--- src/rtl/scan_config_ctrl_if.sv ---
// ---------------------------------------------------------------------------
// scan_config_ctrl_if
// Host-side bundle of the configuration loader: load control, the config
// word valid/ready handshake and the readback word stream.
//   start, chain_sel       host -> ctrl  begin a load on CLB (0) or conn (1)
//   busy, done             ctrl -> host  load in progress / load complete pulse
//   data_in, data_valid    host -> ctrl  config word, bit 0 shifted first
//   data_ready             ctrl -> host  controller accepts a word
//   rd_data, rd_valid      ctrl -> host  displaced configuration, no backpressure
// Modports: master = host, slave = controller.
// ---------------------------------------------------------------------------
interface scan_config_ctrl_if #(
  parameter int DATA_WIDTH = 8
);
  logic                  start;
  logic                  chain_sel;
  logic                  busy;
  logic                  done;
  logic [DATA_WIDTH-1:0] data_in;
  logic                  data_valid;
  logic                  data_ready;
  logic [DATA_WIDTH-1:0] rd_data;
  logic                  rd_valid;

  modport master (
    output start, chain_sel, data_in, data_valid,
    input  busy, done, data_ready, rd_data, rd_valid
  );

  modport slave (
    input  start, chain_sel, data_in, data_valid,
    output busy, done, data_ready, rd_data, rd_valid
  );
endinterface

--- src/rtl/scan_config_ctrl.sv ---
// ---------------------------------------------------------------------------
// scan_config_ctrl
// Configuration loader for the tiled FPGA array. Host words arrive on the
// bus interface and are serialised LSB first into either the CLB or the
// connection scan chain. The bits falling out of the chain while shifting
// are reassembled into readback words (first captured bit in bit 0).
// Ports:
//   clk, rst                   clock, synchronous active-high reset
//   bus (slave)                start/chain_sel/busy/done, data_* handshake,
//                              rd_data/rd_valid readback
//   clb_scan_in/en/out         CLB chain serial in, shift enable, serial out
//   conn_scan_in/en/out        connection chain serial in, enable, serial out
// ---------------------------------------------------------------------------
module scan_config_ctrl #(
  parameter int DATA_WIDTH     = 8,
  parameter int CLB_CHAIN_LEN  = 64,
  parameter int CONN_CHAIN_LEN = 256,
  parameter int CNT_WIDTH      = 16
) (
  input  logic                clk,
  input  logic                rst,
  scan_config_ctrl_if.slave   bus,
  output logic                clb_scan_in,
  output logic                clb_scan_en,
  input  logic                clb_scan_out,
  output logic                conn_scan_in,
  output logic                conn_scan_en,
  input  logic                conn_scan_out
);

  localparam int WB_W  = $clog2(DATA_WIDTH + 1);
  localparam int IDX_W = (DATA_WIDTH > 1) ? $clog2(DATA_WIDTH) : 1;

  localparam logic [1:0] ST_IDLE      = 2'd0;
  localparam logic [1:0] ST_WAIT_WORD = 2'd1;
  localparam logic [1:0] ST_SHIFT     = 2'd2;
  localparam logic [1:0] ST_FINISH    = 2'd3;

  localparam logic [CNT_WIDTH-1:0] CLB_LEN  = CNT_WIDTH'(CLB_CHAIN_LEN);
  localparam logic [CNT_WIDTH-1:0] CONN_LEN = CNT_WIDTH'(CONN_CHAIN_LEN);
  localparam logic [WB_W-1:0]      WB_LAST  = WB_W'(DATA_WIDTH - 1);

  logic [1:0]            state;
  logic                  sel_q;
  logic [DATA_WIDTH-1:0] sreg;
  logic [WB_W-1:0]       word_bit;
  logic [CNT_WIDTH-1:0]  bit_cnt;
  logic [DATA_WIDTH-1:0] rd_sreg;
  logic [WB_W-1:0]       rd_bit;
  logic [DATA_WIDTH-1:0] rd_data_q;
  logic                  rd_valid_q;

  logic [CNT_WIDTH-1:0]  chain_len;
  logic                  last_bit;
  logic                  last_of_word;
  logic                  scan_out_sel;
  logic                  shifting;

  assign chain_len    = sel_q ? CONN_LEN : CLB_LEN;
  assign last_bit     = (bit_cnt == chain_len - CNT_WIDTH'(1));
  assign last_of_word = (word_bit == WB_LAST);
  assign scan_out_sel = sel_q ? conn_scan_out : clb_scan_out;
  assign shifting     = (state == ST_SHIFT);

  // Only the latched chain ever sees scan_en, so both enables can never be
  // high together; scan_in is gated so the idle chain sees a constant 0.
  assign clb_scan_en  = shifting & ~sel_q;
  assign conn_scan_en = shifting &  sel_q;
  assign clb_scan_in  = clb_scan_en  & sreg[0];
  assign conn_scan_in = conn_scan_en & sreg[0];

  assign bus.busy       = (state != ST_IDLE);
  assign bus.done       = (state == ST_FINISH);
  assign bus.data_ready = (state == ST_WAIT_WORD);
  assign bus.rd_data    = rd_data_q;
  assign bus.rd_valid   = rd_valid_q;

  // Main controller. Readback words are flushed from WAIT_WORD (full word
  // after the per-word bubble) or FINISH (last, possibly partial word);
  // rd_sreg is cleared on every flush so a partial word has zero upper bits.
  always_ff @(posedge clk) begin
    if (rst) begin
      state      <= ST_IDLE;
      sel_q      <= 1'b0;
      sreg       <= '0;
      word_bit   <= '0;
      bit_cnt    <= '0;
      rd_sreg    <= '0;
      rd_bit     <= '0;
      rd_data_q  <= '0;
      rd_valid_q <= 1'b0;
    end else begin
      rd_valid_q <= 1'b0;
      case (state)
        ST_IDLE: begin
          if (bus.start) begin
            sel_q   <= bus.chain_sel;
            bit_cnt <= '0;
            rd_bit  <= '0;
            rd_sreg <= '0;
            state   <= ST_WAIT_WORD;
          end
        end
        ST_WAIT_WORD: begin
          if (rd_bit != '0) begin
            rd_data_q  <= rd_sreg;
            rd_valid_q <= 1'b1;
            rd_bit     <= '0;
            rd_sreg    <= '0;
          end
          if (bus.data_valid) begin
            sreg     <= bus.data_in;
            word_bit <= '0;
            state    <= ST_SHIFT;
          end
        end
        ST_SHIFT: begin
          rd_sreg[rd_bit[IDX_W-1:0]] <= scan_out_sel;
          rd_bit   <= rd_bit + WB_W'(1);
          sreg     <= sreg >> 1;
          word_bit <= word_bit + WB_W'(1);
          bit_cnt  <= bit_cnt + CNT_WIDTH'(1);
          if (last_bit) begin
            state <= ST_FINISH;
          end else if (last_of_word) begin
            state <= ST_WAIT_WORD;
          end
        end
        ST_FINISH: begin
          if (rd_bit != '0) begin
            rd_data_q  <= rd_sreg;
            rd_valid_q <= 1'b1;
            rd_bit     <= '0;
            rd_sreg    <= '0;
          end
          state <= ST_IDLE;
        end
        default: begin
          state <= ST_IDLE;
        end
      endcase
    end
  end

endmodule

--- src/flat_wrapper.sv ---
// flat-port wrapper written by rule: the top's interface ports become plain ports
module scan_config_ctrl_flat 
#(
  parameter int DATA_WIDTH     = 8,
  parameter int CLB_CHAIN_LEN  = 64,
  parameter int CONN_CHAIN_LEN = 256,
  parameter int CNT_WIDTH      = 16
)
  (clk, rst, clb_scan_in, clb_scan_en, clb_scan_out, conn_scan_in, conn_scan_en, conn_scan_out, bus_start, bus_chain_sel, bus_data_in, bus_data_valid, bus_busy, bus_done, bus_data_ready, bus_rd_data, bus_rd_valid);
  scan_config_ctrl_if #(.DATA_WIDTH(DATA_WIDTH)) bus_i ();
  input  logic clk;
  input  logic rst;
  output logic clb_scan_in;
  output logic clb_scan_en;
  input  logic clb_scan_out;
  output logic conn_scan_in;
  output logic conn_scan_en;
  input  logic conn_scan_out;
  input wire logic [$bits(bus_i.start)-1:0] bus_start;
  input wire logic [$bits(bus_i.chain_sel)-1:0] bus_chain_sel;
  input wire logic [$bits(bus_i.data_in)-1:0] bus_data_in;
  input wire logic [$bits(bus_i.data_valid)-1:0] bus_data_valid;
  output wire logic [$bits(bus_i.busy)-1:0] bus_busy;
  output wire logic [$bits(bus_i.done)-1:0] bus_done;
  output wire logic [$bits(bus_i.data_ready)-1:0] bus_data_ready;
  output wire logic [$bits(bus_i.rd_data)-1:0] bus_rd_data;
  output wire logic [$bits(bus_i.rd_valid)-1:0] bus_rd_valid;
  assign bus_i.start = bus_start;
  assign bus_i.chain_sel = bus_chain_sel;
  assign bus_i.data_in = bus_data_in;
  assign bus_i.data_valid = bus_data_valid;
  assign bus_busy = bus_i.busy;
  assign bus_done = bus_i.done;
  assign bus_data_ready = bus_i.data_ready;
  assign bus_rd_data = bus_i.rd_data;
  assign bus_rd_valid = bus_i.rd_valid;
  scan_config_ctrl #(.DATA_WIDTH(DATA_WIDTH), .CLB_CHAIN_LEN(CLB_CHAIN_LEN), .CONN_CHAIN_LEN(CONN_CHAIN_LEN), .CNT_WIDTH(CNT_WIDTH)) u_core (.clk(clk), .rst(rst), .bus(bus_i), .clb_scan_in(clb_scan_in), .clb_scan_en(clb_scan_en), .clb_scan_out(clb_scan_out), .conn_scan_in(conn_scan_in), .conn_scan_en(conn_scan_en), .conn_scan_out(conn_scan_out));
endmodule
--- config.mk ---
export PLATFORM = sky130hd
export DESIGN_NAME = scan_config_ctrl_flat
export DESIGN_NICKNAME = d
export VERILOG_FILES = /design/src/rtl/scan_config_ctrl_if.sv /design/src/rtl/scan_config_ctrl.sv /design/src/flat_wrapper.sv
export SDC_FILE = /design/constraint.sdc
export NUM_CORES = 1
export LEC_CHECK = 0
export BUFFER_PORTS_ARGS = -buffer_cell sky130_fd_sc_hd__clkbuf_2
export CAP_MARGIN = 10
export CORE_MARGIN = 1
export CORE_UTILIZATION = 25
export DETAILED_ROUTE_END_ITERATION = 7
export PLACE_DENSITY = 0.38
export SLEW_MARGIN = 40
export SYNTH_ARGS = -nofsm -noshare
export SYNTH_HDL_FRONTEND = slang
export SYNTH_SLANG_ARGS = --single-unit
--- constraint.sdc ---
create_clock -name clk -period 5.5 [get_ports clk]
set_clock_uncertainty 0.05 [all_clocks]
set_input_delay 0.55 -clock clk [delete_from_list [all_inputs] [get_ports clk]]
set_output_delay 0.55 -clock clk [all_outputs]
set_load 0.01 [all_outputs]
After elaboration in Yosys (flattened, before gate mapping)
Cells that the tools add are included.

Flip-flop bits (word level): 52. Bits of input ports: 15. Output and inout port bits: 16.

Add/subtract/negate cells: 4. Magnitude comparators: 2. Equality and inequality tests: 9. Muxes and demuxes: 23. Bitwise logic cells: 6. Reductions and logical operators: 14.

Operator list (number): case mux 16 bit (2 select lines) (1); two-way mux 8 bit (3); case mux 8 bit (3 select lines) (1); adder 16 x 1 -> 16 bit (second input constant) (1); == test 16 bit (1); two-way mux 16 bit (1); case mux 8 bit (2 select lines) (1); subtractor 16 x 1 -> 16 bit (second input constant) (1); two-way mux 4 bit (3); case mux 4 bit (3 select lines) (1); AND reduction 2 bit (5); two-way mux 9 bit (1); adder 4 x 1 -> 4 bit (second input constant) (2); bitwise mux 8 bit (1); two-way mux 2 bit (4); case mux 2 bit (4 select lines) (1); case mux 4 bit (2 select lines) (1); nonzero test 2 bit (3); AND 1 bit (4); == test 2 bit (second input constant) (2); == test 4 x 3 -> 1 bit (second input constant) (1); < comparator 3 x 4 -> 1 bit (second input constant) (1); inequality test 2 bit (second input constant) (2); nonzero test 4 bit (1); 11 further kinds (15).

Longest topological paths before layout
Depth in word-level cells: 6. Mapped depth: 7. Mapped depth without buffers: 6.

Worst setup path before layout
OpenSTA, ideal clock, no wires.

Kind: register -> register. From: register u_core.rd_bit[0]. To: register u_core.rd_bit[2]. Arrival time: 1.762 ns. Setup slack: 3.597 ns. Cell stages (with the launch flop): 8. Buffers on the path: 1. Path through: dfxtp_1 clkbuf_1 inv_1 ha_1 or3b_1 a21oi_4 nand2_2 a311oi_1.

Longest elaborated chain between the ends: 3.

Ends and longest elaborated chain: start, declared (RTL line scan_config_ctrl.sv:49) `logic [WB_W-1:0] rd_bit;`; start signal, assigned (RTL line scan_config_ctrl.sv:119) `rd_bit <= rd_bit + WB_W'(1);`; parallel branches: the longest is 3 deep, another holds adder 4 x 1 -> 4 bit.

Parallel ways; which one is timed is not known. A chain may end at the register's enable or synchronous reset.

Final worst setup path
From: register u_core.state[1]. To: output port clb_scan_en.

Longest elaborated chain between the ends: 2.

Ends and longest elaborated chain: start, declared (RTL line scan_config_ctrl.sv:43) `logic [1:0] state;`; start signal, assigned (RTL line scan_config_ctrl.sv:83) `state <= ST_IDLE;`; start signal, assigned (RTL line scan_config_ctrl.sv:101) `state <= ST_WAIT_WORD;`; start signal, assigned (RTL line scan_config_ctrl.sv:114) `state <= ST_SHIFT;`; == test 2 bit (RTL line scan_config_ctrl.sv:63) `assign shifting = (state == ST_SHIFT);`; AND 1 bit (RTL line scan_config_ctrl.sv:67) `assign clb_scan_en = shifting & ~sel_q;`; end, declared (RTL line flat_wrapper.sv:14) `output logic clb_scan_en;`.

No other way between the ends.

==> metrics.md <==
| Metric | Value |
|---|---|
| Outcome | completed |
| Ys flop type | dfxtp_1 |
| DRT Pass-1 Iters | 4 |
| Die Area | slightly above 10000 sq um |
| Switching share of power | 0.2618 |
| CTS clk-pin slew, worst paths | about 0.10 ns |
| Vias in the first global route | roughly 2000 |
| Pwr Density | roughly 260 nW/um^2 |
| Setup tns final | 0 ns |
| CTS root buf | clkbuf_8 |
| P&R area growth vs syn | 14.10% |
| Vias | roughly 2200 |
| Initial antenna violation count | 0 |
| Seq cells post-synth | 52 |
| Core Util, Final | 0.2924 |
| GPL Wtd Cong | slightly above 0.7 |
| Antenna-violating nets left | 0 |
| Final hold violation count | 0 |
| Most common cell in the synthesized netlist | dfxtp_1 |
| Hold endpoint | u_core.bus.rd_data[2] |
| CTS tree | built |
| Comb power frac | 0.106 |
| Grt ovf | 0 |
| Post-synth top cells | dfxtp_1, nor2_1, nand2_1, a21oi_1, nor3_1 |
| Wire length per cell | between 10 and 15 um |
| First-pass GRT wire length | between 10000 and 15000 um |
| Maximum VDD drop | around 0.00014 V |
| Seq pwr share | 0.539 |
| Initial Util | 0.2563 |
| Slew Limit Fails | 0 |
| Critical path fanouts, max | 21 |
| Worst Tran Pin Value | about 0.75 ns |
| Critical Path AT | 2.03 ns |
| Rows | 36 |
| Vias per cell | about 4.9 |
| Final cell count without fillers | between 400 and 500 |
| Internal Power | 0.5521 mW |
| Final worst path period need | 2.632 ns |
| Crit path cell chain | nand2b_1 > nor2_1 > clkbuf_2 |
| IO Pins | 31 |
| Crit Reg-Reg Startpoint | u_core.state[1] |
| Synth Warn # | 0 |
| Fin crit share | 0.4785 |
| Reg2Reg Depth | 4 |
| RSZ-0062 raised after global routing | no |
| Die W | between 100 and 150 um |
| NetSw | between 0.15 and 0.2 mW |
| Setup crit end kind | output pin |
| Final HPWL DP | roughly 4200 um |
| Crit-path max cell delay | about 0.80 ns |
| Total core area | between 9000 and 10000 sq um |
| Largest net degree at the start of global routing | between 40 and 50 |
| Asr flop ratio synth | 0 |
| Largest area contributor in the netlist | dfxtp_1 |
| CTS Buf Count | 5 |
| Maximum buffer depth of the clock tree | 2 |
| Final setup fails | 0 |
| Total GRT Usage | 0.1249 |
| Critical path type | flip-flop to output pin |
| Drt drc | 0 |
| Slew headroom | 0.4992 |
| Placed instance count | 443 |
| Clk Latency, worst-skew pair | roughly 0.3 ns |
| Area share of the largest cell type after synthesis | 0.4175 |
| DR iter-0 viols | about 80 |
| Hold_buf cts | 0 |
| Post-CTS resize count | 0 |
| CTS Sinks | 52 |
| Hold Startpoint | u_core.rd_sreg[2] |
| Total power | roughly 0.75 mW |
| N_diodes | 0 |
| FF-to-FF End | u_core.sreg[1] |
| # nets final | roughly 340 |
| CP Data Required Time | ~5 ns |
| Peak Freq | 0.3800 GHz |
| Max cap viols | 0 |
| Chip Height | ~100 um |
| Clock power share | 0.355 |
| Synth cell types | 53 |
| Register area share after synthesis | 0.4175 |
| Layout cells sized above 1 | 0.1384 |
| Hold path depth | 1 |
| Postcts setup bufs | 0 |
| Largest cells by area after synthesis | dfxtp_1, nor2_1, nand2_1, a21oi_1, a311oi_1 |
| Worst min path class | flip-flop to flip-flop |
| Post-Syn Instances | approximately 300 |
| Leakage Power | ~1.1 nW |
| Number of synthesized flops with an enable pin | 0 |
| Slowest cell on the critical path | dfxtp_1 |
| CP Launch Type | flip-flop |
| Cell area after synthesis | approximately 2500 sq um |
| Routed WL | approximately 6100 um |
| Worst reg-to-reg setup slack | ~3.1 ns |
| H-Tree Level Count | 2 |
| Mapped Avg Cell Area | approximately 8.4 sq um |
| Syn Nets | approximately 320 |
| IO buf count | 30 |
==> worst max path at each step <==
stage                          start               end  slack [ns]  cells after the start
floorplan           u_core.rd_bit[0]  u_core.rd_bit[2]        3.60                      7
global placement     u_core.state[0]    u_core.sreg[0]        3.03                      4
detailed placement   u_core.state[0]    u_core.sreg[1]        2.96                      4
CTS                  u_core.state[0]       clb_scan_en        2.75                      3
global route         u_core.state[1]       clb_scan_en        2.66                      3
finish               u_core.state[1]       clb_scan_en        2.87                      3
==> power groups by stage <==
stage	Sequential, mW	Combinational [mW]	Clock (mW)
after floorplan	0.401	0.0661	0
after global placement	0.412	0.0799	0
final	0.403	0.0794	0.265
after global routing	0.406	0.0896	0.288
after detailed placement	0.412	0.0812	0
after CTS	0.403	0.0814	0.278
==> metrics by stage <==
step	hold WS, ns	setup WS [ns]	instance area (sq um)
2_1_floorplan	0.3917	3.597	2494
3_3_place_gp	0.4068	3.034	2734
3_5_place_dp	0.4084	2.961	2736
4_1_cts	0.4314	2.751	2844
5_1_grt	0.4371	2.659	2845
6_report	0.4300	2.868	2845
==> cells in the final DEF, fill, tap and decap left out, types with 3 or more instances in the layout <==
cell type  Yosys  routed
o211ai_1       5       5
and4_1         3       3
and2_1         3       3
nand4_1        5       5
a22oi_1        4       4
or3_1          7       7
o21ai_0        4       4
a31oi_1        7       7
mux2i_1        3       3
a21oi_1       18      18
a311oi_1       9       9
clkbuf_2       0      29
nor3_1        15      15
clkbuf_8       0       5
a22o_1         8       8
nand3b_1       3       3
or3b_1         3       3
inv_1          8       8
nand3_1        9       9
nand2b_1       9       9
ha_1           4       4
nor4_1         4       4
nor2_1        35      35
nand2_1       29      29
dfxtp_1       52      51
==> flip-flops by register name, summed over array words and instances (netlist names) <==
signal               count
u_core.bit_cnt          16
u_core.rd_sreg           8
u_core.bus.rd_data       8
u_core.rd_bit            4
u_core.bus.rd_valid      1
u_core.state             2
u_core.sel_q             1
u_core.word_bit          4
u_core.sreg              8
==> metal layers <==
layer / vias to the layer above / track usage / part of all wire
met1: 1028 / 0.1741 / 0.53
li1: 1129 / - / -
met2: 30 / 0.1980 / 0.43
met3: 7 / 0.02326 / 0.028
met4: 0 / 0.03297 / 0.0090
met5: - / 0 / 0
==> worst max-delay path: cells and delay by family (launching register included) <==
| kind | cells | cell delay [ns] |
|---|---|---|
| buf+inv | 1 | 0.15 |
| flops | 1 | 0.80 |
| simple gates | 2 | 0.77 |
==> cell families after synthesis <==
group | after synthesis | synth area share
flops | 52 | 0.4175
mux | 5 | 0.02107
buf+inv | 27 | 0.04566
compound gates | 70 | 0.2012
fa+ha+maj | 4 | 0.02007
simple gates | 140 | 0.2945
==> layout make-up <==
class                      count  area (sq um)
fill                        1092          6884
timing repair buffer          31         160.2
clock buffer                   6         72.57
tap                          133         166.4
multi-input combinational    219          1339
clock inverter                 2         35.03
inverter                       8         30.03
sequential                    52          1042
Note: power is estimated with default switching activity, not from simulation.
